## src/rtl/oam_dma.sv

```systemverilog
// oam_dma: sprite-memory DMA engine.
// A CPU write to 16'h4014 starts a transfer. The CPU is stalled while the
// 256 bytes of page {cpu_dout, 8'h00}..{cpu_dout, 8'hFF} are copied to 16'h2004,
// one read/write pair per byte.
// Optional feature macro: OAM_DMA_ALIGN_EN. When it is defined, a parity
// flop adds a single ALIGN cycle after HALT on even-parity triggers.
module oam_dma (
  input  logic        clk,
  input  logic        reset,
  input  logic        ce,
  input  logic [15:0] cpu_aout,
  input  logic [7:0]  cpu_dout,
  input  logic        cpu_mr,
  input  logic        cpu_mw,
  input  logic [7:0]  din,
  output logic [15:0] aout,
  output logic [7:0]  dout,
  output logic        mr,
  output logic        mw,
  output logic        cpu_pause,
  output logic        busy
);

  typedef enum logic [2:0] {
    IDLE  = 3'd0,
    HALT  = 3'd1,
    ALIGN = 3'd2,
    READ  = 3'd3,
    WRITE = 3'd4
  } state_t;

  state_t      state;
  logic [7:0]  page;
  logic [7:0]  idx;
  logic [7:0]  data;
  logic        trigger;

`ifdef OAM_DMA_ALIGN_EN
  logic        parity;
`endif

  // A trigger can only come from the CPU's own write while the engine is idle.
  assign trigger = (state == IDLE) && cpu_mw && (cpu_aout == 16'h4014);

  // Transfer sequencer: advances only on ce; the reset is synchronous and ignores ce.
  always_ff @(posedge clk) begin
    if (!reset) begin
      state  <= IDLE;
      page   <= 8'h00;
      idx    <= 8'h00;
      data   <= 8'h00;
`ifdef OAM_DMA_ALIGN_EN
      parity <= 1'b0;
`endif
    end else if (ce) begin
`ifdef OAM_DMA_ALIGN_EN
      parity <= ~parity;
`endif
      case (state)
        IDLE: begin
          if (trigger) begin
            page  <= cpu_dout;
            idx   <= 8'h00;
            state <= HALT;
          end
        end
        HALT: begin
`ifdef OAM_DMA_ALIGN_EN
          state <= parity ? ALIGN : READ;
`else
          state <= READ;
`endif
        end
        ALIGN: state <= READ;
        READ: begin
          data  <= din;
          state <= WRITE;
        end
        WRITE: begin
          idx   <= idx + 8'd1;
          state <= (idx == 8'hFF) ? IDLE : READ;
        end
        default: state <= IDLE;
      endcase
    end
  end

  // Bus mux: the CPU owns the bus while idle; otherwise the DMA drives it.
  always_comb begin
    aout      = cpu_aout;
    dout      = cpu_dout;
    mr        = cpu_mr;
    mw        = cpu_mw;
    cpu_pause = 1'b1;
    busy      = 1'b1;
    case (state)
      IDLE: begin
        cpu_pause = 1'b0;
        busy      = 1'b0;
      end
      HALT, ALIGN: begin
        aout = 16'h0000;
        dout = 8'h00;
        mr   = 1'b0;
        mw   = 1'b0;
      end
      READ: begin
        aout = {page, idx};
        dout = 8'h00;
        mr   = 1'b1;
        mw   = 1'b0;
      end
      WRITE: begin
        aout = 16'h2004;
        dout = data;
        mr   = 1'b0;
        mw   = 1'b1;
      end
      default: begin
        cpu_pause = 1'b0;
        busy      = 1'b0;
      end
    endcase
  end

endmodule

```

## config.mk

```make
export PLATFORM = sky130hd
export DESIGN_NAME = oam_dma
export DESIGN_NICKNAME = d
export VERILOG_FILES = /design/src/rtl/oam_dma.sv
export SDC_FILE = /design/constraint.sdc
export NUM_CORES = 1
export LEC_CHECK = 0
export ABC_AREA = 1
export CORE_MARGIN = 2
export CORE_UTILIZATION = 43
export DETAILED_ROUTE_END_ITERATION = 7
export PLACE_DENSITY = 0.8
export SYNTH_ARGS = -nofsm -noshare
export SYNTH_HDL_FRONTEND = slang
export SYNTH_SLANG_ARGS = --single-unit
```

## constraint.sdc

```tcl
create_clock -name clk -period 2.2 [get_ports clk]
set_clock_uncertainty 0.1 [all_clocks]
set_input_delay 0.55 -clock clk [delete_from_list [all_inputs] [get_ports clk]]
set_output_delay 0.55 -clock clk [all_outputs]
set_load 0.02 [all_outputs]
```

== Word level (Yosys, flattened, before mapping) ==
Cells that the tools add are included.

* Bits in registers: 27
* Input bits: 37
* Logic and storage cells: 34

* Add/subtract/negate cells: 1
* Eq/ne operators: 7
* Multiplexer cells: 10
* Reduce and logical (&&, ||, !) cells: 12

{| class="wikitable"
|+ Operators by type and width
! operator !! count
|-
| 16-bit one-hot mux with 3 select lines || 1
|-
| 8-bit one-hot mux with 2 select lines || 2
|-
| 16-bit by 15-bit == test with 1-bit output (second input constant) || 1
|-
| 3-bit one-hot mux with 4 select lines || 1
|-
| 8-bit by 1-bit adder with 8-bit output (second input constant) || 1
|-
| 8-bit == test (second input constant) || 1
|-
| 8-bit 2-to-1 mux || 1
|-
| 3-bit by 2-bit == test with 1-bit output (second input constant) || 2
|-
| 3-bit AND reduction || 2
|-
| 3-bit OR reduction || 2
|-
| 1-bit one-hot mux with 2 select lines || 2
|-
| 2-bit AND reduction || 2
|-
| 4-bit OR reduction || 1
|-
| 3-bit by 1-bit == test with 1-bit output (second input constant) || 1
|-
| 3-bit == test (second input constant) || 1
|-
| 3-bit logical NOT || 1
|-
| 3-bit 2-to-1 mux || 1
|-
| 1-bit logical AND || 2
|-
| 2-bit 2-to-1 mux || 1
|-
| 2-bit != test (second input constant) || 1
|-
| 2-bit nonzero test || 1
|-
| 2-bit OR reduction || 1
|-
| 1-bit 2-to-1 mux || 1
|}

== Longest topological paths before layout ==
* Depth after elaboration: 5
* Gate-level depth with buffers: 10
* Depth with buffers taken out: 10

== Worst setup path before layout ==
Ideal clock, no wire load.

* Kind: register to output
* From: reg state[2]
* To: out aout[0]
* Data arrival time: 1.401 ns
* Data required time: 1.550 ns
* Slack: 0.149 ns
* Cell stages (with the launch flop): 6
* Path through: dfxtp_1 buf_2 nor3_2 inv_1 clkbuf_1 o22ai_1

* Cells in the longest elaborated chain, start to end: 3

{| class="wikitable"
|+ RTL lines
! what !! line !! RTL
|-
| from (decl) || 32 || <nowiki>state_t state;</nowiki>
|-
| from (signal assigned) || 81 || <nowiki>state <= (idx == 8'hFF) ? IDLE : READ;</nowiki>
|-
| 3-bit by 1-bit == test with 1-bit output or 3-bit by 2-bit == test with 1-bit output (tied branches) || 96 || <nowiki>case (state)</nowiki>
|-
| 2-bit OR reduction (no source line) || -- ||
|-
| 16-bit one-hot mux with 3 select lines * || 96 ||
|-
| to (decl) || 16 || <nowiki>output logic [15:0] aout,</nowiki>
|}

Mark *: on every way between the ends. The rest lies on a longest branch, timed or not.

== Worst setup path in the final report ==
* From: reg state[0]
* To: out mr

* Cells in the longest elaborated chain, start to end: 3

{| class="wikitable"
|+ RTL lines
! what !! line !! RTL
|-
| 3-bit == test, or another cell as far along || 96 ||
|-
| 3-bit OR reduction (no source line) || -- ||
|-
| 1-bit one-hot mux with 2 select lines * || 96 ||
|-
| to (decl) || 18 || <nowiki>output logic mr,</nowiki>
|}

Marks and branches as above.

==> metrics.cfg <==
[timing]
max-slew-margin-rel_pct=67.96
setup_repair_after_global_routing_missed_its_margin=yes
min_period_ps=2290
fmaxAchievable_ghz=0.4368
timing_worst_slew_pin_value_ps=480.0
period_share_pct=104.1
fin_setup_tns_ps=-1129
finalHoldViolCount=0
maxSlewViolCount=0
setup_viol_count_final=23
fin_ws_ps=-89.57

[critical_path]
cp_cell_sequence=buf_4, nor2_4, nor2_1, o21ai_2, nand3_4, buf_12, o21ai_0, buf_2
critical_path.endpoint_type=primary output
path_class=reg -> out
cp.buffers_inverters=3
cp_data_arrival_time_ps=1640
cp-start-kind=flop
crit_cells=8
critical_path.max_fanout=18
crit_slowest_cell=sky130_fd_sc_hd__dfxtp_2
ff2ff_path_depth=11
regToRegStartpoint=state[0]
slowest_delay_ps=340
family_of_cells_with_the_greatest_summed_delay_on_the_critical_path=buffers and inverters
setup.worst_path.start=state[0]
worst_ep_required_time_ps=1550

[grt]
grt_pass1_vias=1806
grt_usage_pct=25.73
grt-ovfl-total=0
initial_antenna_violation_count=0
maximum_number_of_pins_on_one_net_before_global_route_repair=19
grt_first_pass_wirelength_mm=8.604

[cts]
cts_tree=done
clk_root_buffer_cell=sky130_fd_sc_hd__clkbuf_8
cts.clk_slew.worst_paths_ps=100
number_of_h_tree_branching_levels=1
clk_path_buf_depth=2
tritoncts.num_buffers=3
tritoncts_num_sinks=27
clk_latency_ps=280

[synthesis]
syn-mean-instance-area_um2=6.414
post_synth_inst_count=254
synthDistinctLibCells=25
synth.cell_area_mm2=0.001629
synth_warn=0
part_of_the_yosys_area_used_for_sequential_elements_pct=33.18
synth.ff_latch_count=27
syn_nets=292

[finish]
final_cell_area_mm2=0.002550
leading_cell_type_in_the_layout_fill_and_taps_excluded=sky130_fd_sc_hd__inv_1
area.growth.synth_to_final_pct=56.53
top_library_cells_by_usage_in_the_layout_fill_and_taps_aside=53 x sky130_fd_sc_hd__inv_1, 40 x sky130_fd_sc_hd__buf_4, 36 x sky130_fd_sc_hd__clkdlybuf4s50_1, 34 x sky130_fd_sc_hd__nand2_1, 27 x sky130_fd_sc_hd__nor2_1
num_antenna_cells=0
drive_gt1_share_pct=24.33
final_nets=376

[drt]
antenna_violating_nets_post_route=0
drt_pass1_iterations=4
route.vias.total=1925
totalWireLength_mm=5.105
vias_per_cell=5.000
first_iter_violations=140
wl_per_cell_um=13.26
remaining_drc_errors=0

[floorplan]
die_width_um=65.55
dieHeight_um=65.55
initial_core_util_pct=44.50
die_area_mm2=0.004297
placeableCoreArea_mm2=0.003661
boundaryPins=65
row_count=22

[job]
cap_violations=0

[placement]
placed_cell_area_mm2=0.002474
dp.final_hpwl_mm=3.799
preCtsSetupSlack_ps=-392.8
place.port_buffers=64
globalplace.congestion=0.8671

[run_status]
violations=setup timing
status=complete, but fails checks

[hold_path]
holdCritStartpoint=data[0]
hold_path.class=reg -> reg
hold_path_depth=2

[power]
post-layout-total-power_mw=1.399
power.density_cell_area_mw_per_mm2=548.6
ir_worst_vdd_uv=320.0
total_leakage_power_nw=1.105

==> through the flow <==
stage,utilization [%],cells,hold WS [ps]
6_report,69.65,385,370.4
3_5_place_dp,67.57,380,355.2
4_1_cts,68.05,384,369.6
5_1_grt,69.65,385,397.2
2_1_floorplan,-,254,329.1
3_3_place_gp,67.57,380,349.1
==> flip-flops by register name (all words and copies together), names as in the netlist <==
name / flops
idx: 8
page: 8
state: 3
data: 8
==> layer usage <==
layer / vias to the layer above / routed length, um / GRT usage [%]
met4: 0 / 78 / 5.990
met1: 837 / 2202 / 35.10
met2: 84 / 2457 / 42.60
met3: 10 / 367 / 4.110
met5: - / 0 / 0
li1: 994 / - / -
==> what timing repair did <==
item / 4_1_cts / 5_1_grt
pin swaps: 2 / 2
setup buffers: 0 / 1
gates cloned: 0 / 0
gates resized for setup: 148 / 19
endpoints found under the setup margin: 28 / 28
hold endpoints to repair: 0 / 0
hold buffers: 0 / 0
==> final timing paths <==
check	to	slack, ps
worst max-delay path	mr	-90
worst max register to register	idx[0]	350
worst min-delay path	data[0]	370
worst min register to register	data[0]	370
==> logic make-up (layout without fill, tap and decap cells) <==
logic type | after synthesis | after routing | share of synthesized area, %
DFF | 27 | 27 | 33.18
and+or+nand+nor | 90 | 90 | 25.19
buffers and inverters | 69 | 152 | 17.28
adders and majority gates | 1 | 1 | 0.7679
AOI/OAI and AO/OA | 67 | 67 | 23.58
==> report_power, final <==
group	internal [mW]	leakage, nW	switching [mW]	total [mW]
registers	0.498	0.219	0.0103	0.508
logic	0.284	0.864	0.307	0.591
clock network	0.129	0.0217	0.171	0.300
total	0.911	1.10	0.488	1.40
==> synth_stat cells <==
master,instances,share of area [%]
sky130_fd_sc_hd__a211oi_1,8,3.7
sky130_fd_sc_hd__a21oi_1,18,5.5
sky130_fd_sc_hd__buf_2,5,1.5
sky130_fd_sc_hd__buf_4,2,0.92
sky130_fd_sc_hd__buf_6,1,0.69
sky130_fd_sc_hd__clkbuf_1,4,0.92
sky130_fd_sc_hd__clkbuf_2,1,0.31
sky130_fd_sc_hd__dfxtp_1,27,33
sky130_fd_sc_hd__ha_1,1,0.77
sky130_fd_sc_hd__inv_1,56,13
sky130_fd_sc_hd__nand2_1,35,8.1
sky130_fd_sc_hd__nand2_2,2,0.77
sky130_fd_sc_hd__nand3_1,18,5.5
sky130_fd_sc_hd__nand3_2,1,0.61
sky130_fd_sc_hd__nand3_4,1,1.1
sky130_fd_sc_hd__nand4_1,1,0.38
sky130_fd_sc_hd__nor2_1,27,6.2
sky130_fd_sc_hd__nor2_2,1,0.38
sky130_fd_sc_hd__nor2_4,1,0.69
sky130_fd_sc_hd__nor3_2,1,0.61
sky130_fd_sc_hd__nor3b_1,1,0.46
sky130_fd_sc_hd__o211ai_1,1,0.46
sky130_fd_sc_hd__o21ai_0,19,5.8
sky130_fd_sc_hd__o22ai_1,21,8.1
sky130_fd_sc_hd__or2_2,1,0.38
==> layout make-up <==
class	instances	area (um^2)
clock buffer	3	41.29
sequential	27	545.5
timing repair buffer	92	809.5
multi-input combinational	158	875.8
tap	48	60.06
inverter	56	210.2
fill	316	1111
clock inverter	1	7.507
==> worst min-delay path: stages (launching register included) <==
cell,delay (ps)
sky130_fd_sc_hd__dfxtp_1,310
sky130_fd_sc_hd__inv_1,70
sky130_fd_sc_hd__a21oi_1,60
No activity file was read; power rests on OpenSTA's default activity.
